===== config.mk =====
export PLATFORM = sky130hd
export DESIGN_NAME = multicycle_main_control
export DESIGN_NICKNAME = d
export VERILOG_FILES = /design/src/rtl/multicycle_main_control.sv
export SDC_FILE = /design/constraint.sdc
export NUM_CORES = 1
export LEC_CHECK = 0
export BUFFER_PORTS_ARGS = -buffer_cell sky130_fd_sc_hd__buf_2
export CAP_MARGIN = 25
export CORE_AREA = 2 2 45 47
export CTS_CLUSTER_DIAMETER = 50
export DETAILED_ROUTE_END_ITERATION = 10
export DIE_AREA = 0 0 47 49
export HOLD_SLACK_MARGIN = 0.15
export SLEW_MARGIN = 10
export SYNTH_ARGS = -nofsm -noshare
export SYNTH_HDL_FRONTEND = slang
export SYNTH_SLANG_ARGS = --single-unit

===== constraint.sdc =====
create_clock -name clk -period 2.1 [get_ports clk]
set_input_delay 0.105 -clock clk [delete_from_list [all_inputs] [get_ports clk]]
set_output_delay 0.105 -clock clk [all_outputs]
set_load 0.1 [all_outputs]

===== src/rtl/multicycle_main_control.sv =====
// rtl/multicycle_main_control.sv - multicycle MIPS main control FSM (fetch/decode/execute/memory/writeback)
// Optional BNE_EN: decodes opcode 6'b000101 as bne through the BR state with branch_ne=1.
module multicycle_main_control #(
    parameter logic [5:0] OP_LW  = 6'b100011,
    parameter logic [5:0] OP_SW  = 6'b101011,
    parameter logic [5:0] OP_BEQ = 6'b000100,
    parameter logic [5:0] OP_J   = 6'b000010
) (
    input  logic       clk,
    input  logic       rst,
    input  logic [5:0] opcode,
    input  logic       mem_ready,
    output logic       PCWrite,
    output logic       PCWriteCond,
    output logic       branch_ne,
    output logic       IorD,
    output logic       MemRead,
    output logic       MemWrite,
    output logic       IRWrite,
    output logic       MemtoReg,
    output logic       RegDst,
    output logic       RegWrite,
    output logic       ALUSrcA,
    output logic [1:0] ALUSrcB,
    output logic [1:0] PCSource,
    output logic [2:0] ALUop,
    output logic       illegal_op,
    output logic [3:0] state_dbg
);
    localparam logic [5:0] OP_RTYPE = 6'b000000;
    localparam logic [5:0] OP_ADDI  = 6'b001000;
    localparam logic [5:0] OP_ANDI  = 6'b001100;
    localparam logic [5:0] OP_ORI   = 6'b001101;

    typedef enum logic [3:0] {
        S_IDLE   = 4'd0,  S_FETCH = 4'd1,  S_DECODE = 4'd2, S_MEMADR = 4'd3,
        S_MEMRD  = 4'd4,  S_MEMWB = 4'd5,  S_MEMWR  = 4'd6, S_REX    = 4'd7,
        S_RWB    = 4'd8,  S_BR    = 4'd9,  S_JMP    = 4'd10, S_IEX   = 4'd11,
        S_IWB    = 4'd12
    } state_t;

    state_t state_q, state_d;
    logic   is_mem, is_branch, is_itype, op_legal;

`ifdef BNE_EN
    localparam logic [5:0] OP_BNE = 6'b000101;
    logic is_bne;
    assign is_bne = (opcode == OP_BNE);
`else
    logic is_bne;
    assign is_bne = 1'b0;
`endif

    assign is_mem    = (opcode == OP_LW) || (opcode == OP_SW);
    assign is_branch = (opcode == OP_BEQ) || is_bne;
    assign is_itype  = (opcode == OP_ADDI) || (opcode == OP_ANDI) || (opcode == OP_ORI);
    assign op_legal  = is_mem || is_branch || is_itype || (opcode == OP_RTYPE) || (opcode == OP_J);

    always_comb begin
        state_d = S_IDLE;
        case (state_q)
            S_IDLE:   state_d = S_FETCH;
            S_FETCH:  state_d = mem_ready ? S_DECODE : S_FETCH;
            S_DECODE: begin
                if (is_mem)                  state_d = S_MEMADR;
                else if (opcode == OP_RTYPE) state_d = S_REX;
                else if (is_branch)          state_d = S_BR;
                else if (opcode == OP_J)     state_d = S_JMP;
                else if (is_itype)           state_d = S_IEX;
                else                         state_d = S_FETCH;
            end
            S_MEMADR: begin
                if (opcode == OP_LW)      state_d = S_MEMRD;
                else if (opcode == OP_SW) state_d = S_MEMWR;
                else                      state_d = S_FETCH;
            end
            S_MEMRD:  state_d = mem_ready ? S_MEMWB : S_MEMRD;
            S_MEMWB:  state_d = S_FETCH;
            S_MEMWR:  state_d = mem_ready ? S_FETCH : S_MEMWR;
            S_REX:    state_d = S_RWB;
            S_RWB:    state_d = S_FETCH;
            S_BR:     state_d = S_FETCH;
            S_JMP:    state_d = S_FETCH;
            S_IEX:    state_d = S_IWB;
            S_IWB:    state_d = S_FETCH;
            default:  state_d = S_IDLE;
        endcase
    end

    always_ff @(posedge clk or posedge rst) begin
        if (rst) state_q <= S_IDLE;
        else     state_q <= state_d;
    end

    assign state_dbg = state_q;

    // Outputs decode straight from the state so an async reset clears them in the same cycle.
    always_comb begin
        PCWrite     = 1'b0;
        PCWriteCond = 1'b0;
        branch_ne   = 1'b0;
        IorD        = 1'b0;
        MemRead     = 1'b0;
        MemWrite    = 1'b0;
        IRWrite     = 1'b0;
        MemtoReg    = 1'b0;
        RegDst      = 1'b0;
        RegWrite    = 1'b0;
        ALUSrcA     = 1'b0;
        ALUSrcB     = 2'b00;
        PCSource    = 2'b00;
        ALUop       = 3'b000;
        illegal_op  = 1'b0;
        case (state_q)
            S_FETCH: begin
                MemRead = 1'b1;
                ALUSrcB = 2'b01;
                IRWrite = mem_ready;
                PCWrite = mem_ready;
            end
            S_DECODE: begin
                ALUSrcB    = 2'b11;
                illegal_op = !op_legal;
            end
            S_MEMADR: begin
                ALUSrcA = 1'b1;
                ALUSrcB = 2'b10;
            end
            S_MEMRD: begin
                MemRead = 1'b1;
                IorD    = 1'b1;
            end
            S_MEMWB: begin
                RegWrite = 1'b1;
                MemtoReg = 1'b1;
            end
            S_MEMWR: begin
                MemWrite = 1'b1;
                IorD     = 1'b1;
            end
            S_REX: begin
                ALUSrcA = 1'b1;
                ALUop   = 3'b010;
            end
            S_RWB: begin
                RegWrite = 1'b1;
                RegDst   = 1'b1;
            end
            S_BR: begin
                ALUSrcA     = 1'b1;
                ALUop       = 3'b001;
                PCWriteCond = 1'b1;
                PCSource    = 2'b01;
                branch_ne   = is_bne;
            end
            S_JMP: begin
                PCWrite  = 1'b1;
                PCSource = 2'b10;
            end
            S_IEX: begin
                ALUSrcA = 1'b1;
                ALUSrcB = 2'b10;
                if (opcode == OP_ANDI)     ALUop = 3'b011;
                else if (opcode == OP_ORI) ALUop = 3'b100;
                else                       ALUop = 3'b000;
            end
            S_IWB: RegWrite = 1'b1;
            default: ;
        endcase
    end
endmodule


== Yosys cells after proc, flatten, opt, wreduce, memory -nomap -nowiden ==
Index checks and enable logic that the tools add are counted.
Word-level totals
  input port bits: 9
  bits in registers: 4
  word-level logic and storage cells: 63
  output and inout bits: 23
Operators by class
  muxes and demuxes: 27
  reductions and logical operators: 16
  equal/unequal tests: 19
Operators with widths (number)
  4-bit case mux with 8 select lines: 1
  4-bit equality test, second input constant: 5
  4-bit two-way mux: 5
  6-bit by 4-bit equality test with 1-bit output, second input constant: 3
  4-bit by 3-bit equality test with 1-bit output, second input constant: 4
  3-bit two-way mux: 5
  6-bit equality test, second input constant: 2
  1-bit two-way mux: 11
  3-bit case mux with 3 select lines: 1
  4-bit by 2-bit equality test with 1-bit output, second input constant: 2
  1-bit logical OR: 7
  6-bit by 2-bit equality test with 1-bit output, second input constant: 1
  6-bit by 3-bit equality test with 1-bit output, second input constant: 1
  6-bit zero test: 1
  2-bit case mux with 3 select lines: 1
  2-bit OR reduction: 3
  6-bit OR reduction: 1
  4-bit by 1-bit equality test with 1-bit output, second input constant: 1
  4-bit zero test: 1
  2-bit case mux with 2 select lines: 1
  4-bit OR reduction: 1
  3-bit OR reduction: 1
  2-bit two-way mux: 1
  1-bit case mux with 2 select lines: 1
  1-bit zero test: 1

== Depth between registers and ports, before layout ==
Gate-level depths: netlist of the first run.
  word-level depth: 9
  mapped depth: 5
  gate-level depth less buffers: 4

== Worst setup path after synthesis of the first run ==
No wires, ideal clock.
  path kind: reg2out
  start point: register state_q[2] (netlist: state_dbg[2])
  end point: output port MemRead
  path slack: -1.672 ns
  cell stages (with the launch flop): 4
  data arrival time: 3.667 ns
  data required time: 1.995 ns
  buffers on the path: 1
  cell sequence: dfrtp_1 > clkbuf_1 > nand2b_1 > a211oi_1
Between the ends
  cells in the longest elaborated chain, start to end: 3
  elaborated cells on any way between the ends: 4
  those cells by class: eq/ne: 2; mux: 1; reduce/logical: 1
RTL lines
  start: declaration: line 42  | state_t state_q, state_d;
  start signal: assignment: line 92  | else state_q <= state_d;
  4-bit by 1-bit equality test with 1-bit output / 4-bit by 3-bit equality test with 1-bit output (equally long branches): line 114  | case (state_q)
  2-bit OR reduction (no line) (*)
  1-bit two-way mux (*): line 114
  end: declaration: line 17  | output logic MemRead,
Every way passes the cells marked *; elsewhere a longest branch is shown, timed or not.

== Final worst setup path of the first run ==
  start point: register state_q[0] (netlist: state_dbg[0])
  end point: output port illegal_op
Between the ends
  cells in the longest elaborated chain, start to end: 2
RTL lines
  4-bit by 2-bit equality test with 1-bit output: line 114
  1-bit two-way mux: line 114
  end: declaration: line 27  | output logic illegal_op,
No other way between the ends.

==> results.py, run 1 <==
metrics = {
    "setup_path": {
        "rrSetupSlack_ps": 350,
        "worstPathArrival_ps": 1910,
        "path_buf_inv": 1,
        "worstPathMaxFanout": 14,
        "crit_chain": "nand2b_1 > nor3b_4 > buf_2",
        "reg2reg_to": "state_dbg[1]$_DFF_PP0_",
        "rr_worst_depth": 3,
        "path_delay_family": "simple AND/OR/NAND/NOR gates",
        "critPathRequiredTime_ps": 2000,
        "crit_type": "reg2out",
        "r2r-start": "state_dbg[0]$_DFF_PP0_",
        "critPathLaunch": "state_dbg[0]$_DFF_PP0_",
        "cp.depth": 3,
        "critPathSlowestCell": "dfrtp_4",
        "worstSetupEndpointType": "output pin",
        "crit_path_start_kind": "register",
        "critPathMaxStageDelay_ps": 540,
    },
    "place": {
        "placed_cells": 140,
        "gp_congestion": 0.736,
        "hpwlAfterDp_mm": 1.48,
        "port_buffers": 30,
    },
    "sta": {
        "max_freq_mhz": 497,
        "fin_crit_sh": 0.959,
        "worst_pin_slew_ps": 609,
        "setup_viol": 0,
        "timing.slew.headroom": 0.594,
        "fin_skew_ps": 2.95,
        "hold_viol_final": 0,
        "holdWs_ps": 252,
        "final_max_slew_viol_count": 0,
        "setup_tns_ps": 0,
        "period_needed_ps": 2010,
        "rsz0062_at_grt": "no",
    },
    "detailed_routing": {
        "viasPerCell": 5.38,
        "wirelength_mm": 1.92,
        "dr.pass1.iters": 4,
        "postRouteAntennaNets": 0,
        "num_vias": 774,
        "drt-wirelength-per-cell_microns": 13.3,
        "drt_iter0_drc": 16,
        "drc": 0,
    },
    "cells_and_area": {
        "multi_input_area_sq_um": 611,
        "nFillCells": 183,
        "seq_area_sq_um": 115,
        "final_cell_mix": "buf_2 (23), nand2b_1 (10), buf_12 (7)",
        "post-route-util": 0.583,
        "largest_reg_flops": 4,
        "fin_nets": 128,
        "areaGrowthSynthToFinish_pct": 75.8,
        "drive_above_1_share": 0.564,
        "diodes": 0,
        "fin_cells": 144,
        "final_common_cell": "buf_2",
    },
    "global_routing": {
        "global_route.usage.total": 0.180,
        "grt_pass1_vias": 702,
        "grt_overflow": 0,
        "grt_pass1_wl_mm": 3.10,
        "grt.met3_usage": 0.0481,
        "grt.busiest_layer": "met2",
        "grt_max_degree": 17,
        "antenna_found_initial": 0,
        "use_met2": 0.311,
        "grtUsageMet1": 0.220,
    },
    "synthesis": {
        "synth_edf_count": 0,
        "syn-cell-area_sq_um": 611,
        "synth_top_family_by_area": "simple AND/OR/NAND/NOR gates",
        "synth.area.mux_share": 0.0184,
        "netlist_instances": 89,
        "syn_nets": 98,
        "synthSimpleGateAreaFrac": 0.395,
        "avgSynthCellArea_sq_um": 6.86,
        "synth_ff_type": "dfrtp_1",
        "synth_xor_area_frac": 0,
        "ys_warn_count": 0,
        "synthAdderAreaFrac": 0,
        "synth_cell_types": 36,
        "synth-compound-area-share": 0.330,
        "synth_seq_area_share": 0.164,
        "synthArstFlopShare": 1.00,
        "ys_ff_latch": 4,
    },
    "floorplanning": {
        "ioPinCount": 32,
        "die_area_sq_mm": 0.00230,
        "die_h_microns": 49,
        "core_sq_mm": 0.00184,
        "die_width_microns": 47,
        "initial_core_util": 0.332,
        "num_rows": 16,
    },
    "cts": {
        "cts_buffers": 3,
        "clock_latency_ps": 230,
        "cts_resized": 0,
        "clk_pin_slew_worst_paths_ps": 40,
        "cts_buffer_depth": 2,
        "cts.htree.levels": 1,
        "clock_sinks": 4,
        "cts-root-buf": "clkbuf_4",
        "cts_tree": "yes",
    },
    "hold_path": {
        "hold-path-cell-count": 3,
        "min_to": "state_dbg[1]$_DFF_PP0_",
        "hold_class": "in2reg",
        "hp-start": "mem_ready",
    },
    "power": {
        "power.density_mw_per_mm2": 1320,
        "power.total_uw": 1410,
        "peakVddDrop_v": 0.000918,
        "total_leakage_power_uw": 0.000427,
    },
    "outcome": {
        "status": "finished clean",
    },
    "flow_run": {
        "drv_cap": 0,
    },
}
[timing repair]
| action | in CTS | in global routing |
|---|---|---|
| hold buffers | 1 | 0 |
| hold endpoints to repair | 4 | 0 |
| buffers inserted | 0 | 0 |
[cell families (layout without fill, tap and decap cells)]
logic type / count (synthesis) / count (layout)
and+or+nand+nor: 43 / 43
AOI/OAI and AO/OA: 29 / 29
buffers and inverters: 11 / 39
DFF: 4 / 4
other: 1 / 1
muxes: 1 / 1
[tightest hold or removal path, cell delays in order]
cell     delay (ps)
buf_2           140
or3b_2          130
a31oi_1          70
[cell usage after synthesis (2+ instances only)]
master,count,share of area
nand2_1,4,0.025
nor2b_1,2,0.020
o22ai_1,2,0.020
a211o_1,2,0.029
nor2_1,13,0.080
nor3_1,3,0.025
inv_1,3,0.018
a21oi_1,5,0.041
nand2b_1,10,0.10
a21o_1,2,0.025
a211oi_1,4,0.049
o21ai_0,5,0.041
clkbuf_1,5,0.031
dfrtp_1,4,0.16
a31oi_1,2,0.020
nor4_1,3,0.031
[cell type report]
class,instances,share of cell area
well taps,27,0.0315
inverters,3,0.0105
clock buffers,3,0.0210
repair buffers,33,0.261
flip-flops and latches,4,0.107
multi-input cells,74,0.569
[report_power, final]
part	leakage, uW	internal [uW]	switching (uW)	total [uW]
sequential	0.0000456	108	50.1	158
clock	0.0000138	63.9	30.9	94.7
combinational	0.000367	289	872	1160
[metal layers]
metal | vias to the layer above | share of wire
met4 | 0 | 0
met2 | 34 | 0.53
met1 | 362 | 0.40
met3 | 0 | 0.060
li1 | 378 | -
met5 | - | 0
[how the worst max path moves through the flow]
stage                 end  slack, ps
3_5_place_dp   illegal_op        320
2_1_floorplan  ALUSrcB[0]        -20
3_3_place_gp   illegal_op        350
5_1_grt        illegal_op          1
4_1_cts        illegal_op         60
6_report       illegal_op         90
[metrics by stage]
| step | cell area (sq um) | setup WS (ps) |
|---|---|---|
| 6_report | 1070 | 87.1 |
| 5_1_grt | 1070 | 1.30 |
| 4_1_cts | 1070 | 65.0 |
| 3_5_place_dp | 1040 | 316 |
| 3_3_place_gp | 1040 | 354 |
| 2_1_floorplan | 805 | -19.4 |
(Power assumes the default switching activity.)
==> inputs of run 2 (changes only) <==
Clock period 2.1 ns to 2.4 ns, I/O delays scaled along.
==> results.py, run 2 (synthesized netlist as in run 1, its figures left out) <==
metrics = {
    "cts": {
        "cts_buffer_depth": 2,
        "cts.htree.levels": 1,
        "clock_latency_ps": 240,
        "cts_buffers": 3,
        "cts_tree": "yes",
        "clk_pin_slew_worst_paths_ps": 40,
        "clock_sinks": 4,
        "postCtsSetupRepairBufs": 0,
        "cts-root-buf": "clkbuf_4",
    },
    "sta": {
        "hold_viol_final": 0,
        "worst_pin_slew_ps": 574,
        "setup_viol": 0,
        "timing.slew.headroom": 0.617,
        "final_max_slew_viol_count": 0,
        "fin_crit_sh": 0.919,
        "fin_skew_ps": 4.29,
        "setup_tns_ps": 0,
        "rsz0062_at_grt": "no",
        "max_freq_mhz": 453,
        "period_needed_ps": 2210,
    },
    "power": {
        "total_leakage_power_uw": 0.000393,
        "peakVddDrop_v": 0.000702,
        "power.density_mw_per_mm2": 1210,
        "power.total_uw": 1110,
    },
    "global_routing": {
        "grt_pass1_vias": 676,
        "grt_max_degree": 17,
        "antenna_found_initial": 0,
        "global_route.usage.total": 0.168,
        "grt_overflow": 0,
        "grt_pass1_wl_mm": 2.99,
    },
    "detailed_routing": {
        "viasPerCell": 5.09,
        "postRouteAntennaNets": 0,
        "wirelength_mm": 1.77,
        "num_vias": 733,
        "dr.pass1.iters": 4,
        "m1WireLength_microns": 787,
        "drt_iter0_drc": 9,
        "dr_wl_met3_microns": 91,
        "wl_met2_microns": 887,
        "top_layer": "met3",
        "drc": 0,
        "drt-wirelength-per-cell_microns": 12.3,
    },
    "floorplanning": {
        "initial_core_util": 0.332,
        "ioPinCount": 32,
        "num_rows": 16,
        "die_h_microns": 49,
        "die_width_microns": 47,
        "die_area_sq_mm": 0.00230,
        "core_sq_mm": 0.00184,
    },
    "place": {
        "hpwlAfterDp_mm": 1.38,
        "placed_cell_area_sq_um": 876,
        "placed_cells": 139,
        "gp_congestion": 0.743,
        "port_buffers": 30,
    },
    "setup_path": {
        "reg2reg_to": "state_dbg[1]$_DFF_PP0_",
        "rrSetupSlack_ps": 660,
        "path_buf_inv": 1,
        "worstSetupEndpointType": "output pin",
        "critPathLaunch": "state_dbg[3]$_DFF_PP0_",
        "rr_worst_depth": 3,
        "crit_type": "reg2out",
        "critPathMaxStageDelay_ps": 570,
        "crit_path_start_kind": "register",
        "critPathRequiredTime_ps": 2280,
        "worstPathMaxFanout": 16,
        "worstPathArrival_ps": 2090,
        "path_delay_family": "flip-flops",
        "crit_chain": "nand2b_1 > o21ai_0 > nor2b_4 > buf_2",
        "r2r-start": "state_dbg[1]$_DFF_PP0_",
        "critPathSlowestCell": "dfrtp_2",
    },
    "cells_and_area": {
        "seq_area_sq_um": 104,
        "nFillCells": 202,
        "diodes": 0,
        "drive_above_1_share": 0.530,
        "fin_area_sq_um": 912,
        "multi_input_area_sq_um": 569,
        "areaGrowthSynthToFinish_pct": 49.4,
        "final_common_cell": "buf_2",
        "largest_reg_flops": 4,
        "post-route-util": 0.495,
        "final_cell_mix": "buf_2 (30), nand2b_1 (10), nor2_2 (6)",
        "fin_cells": 144,
        "fin_nets": 127,
    },
    "flow_run": {
        "drv_cap": 0,
    },
    "hold_path": {
        "min_to": "state_dbg[1]$_DFF_PP0_",
        "hp-start": "mem_ready",
        "hold_class": "in2reg",
        "hold-path-cell-count": 3,
    },
    "outcome": {
        "status": "finished clean",
    },
}
[run 2: cell count changes in the layout (fill, tap and decap cells not counted), moves of 2 or more]
cell	delta
buf_12	-7
nor2_2	+2
dfrtp_4	-4
buf_2	+7
dfrtp_2	+3
nor2_4	-3
[run 2: repair_timing]
action,4_1_cts,5_1_grt
hold buffers,1,0
hold endpoints to repair,4,0
resized for setup,0,0
[run 2: tightest hold or removal path, delay by kind of cell]
family          cells  cell delay [ps]
compound gates      1               70
simple gates        1              130
buf+inv             1              130
[run 2: cell type report]
| type | count | area share |
|---|---|---|
| clock buffer | 4 | 0.0288 |
| inverter | 3 | 0.0123 |
| multi-input combinational | 74 | 0.624 |
| sequential | 4 | 0.114 |
| tap | 27 | 0.0370 |
| timing repair buffer | 32 | 0.184 |
[run 2: stage by stage]
step / setup slack (ps) / hold slack (ps)
finish: 194 / 266
global route: 70.2 / 269
CTS: 176 / 259
detailed placement: 436 / 3.13
global placement: 511 / 0.683
floorplan: -179 / -114
[run 2: how the worst max path moves through the flow]
stage / end / slack (ps) / cells after the start
CTS: ALUop[1] / 180 / 4
global route: ALUop[1] / 70 / 4
global placement: ALUop[1] / 510 / 4
finish: ALUop[1] / 190 / 4
detailed placement: ALUop[1] / 440 / 4
floorplan: MemRead / -180 / 3
[run 2: power by group]
| group | switching, uW | total (uW) | internal [uW] |
|---|---|---|---|
| Sequential | 71.7 | 158 | 85.8 |
| Combinational | 689 | 859 | 170 |
| Clock | 28.9 | 91.4 | 62.5 |
| Total | 789 | 1110 | 318 |
[run 2: routing by layer]
metal / GRT usage / up-vias
met5: 0 / -
met4: 0.0139 / 0
met3: 0.0333 / 0
met2: 0.272 / 21
met1: 0.238 / 336
li1: - / 376
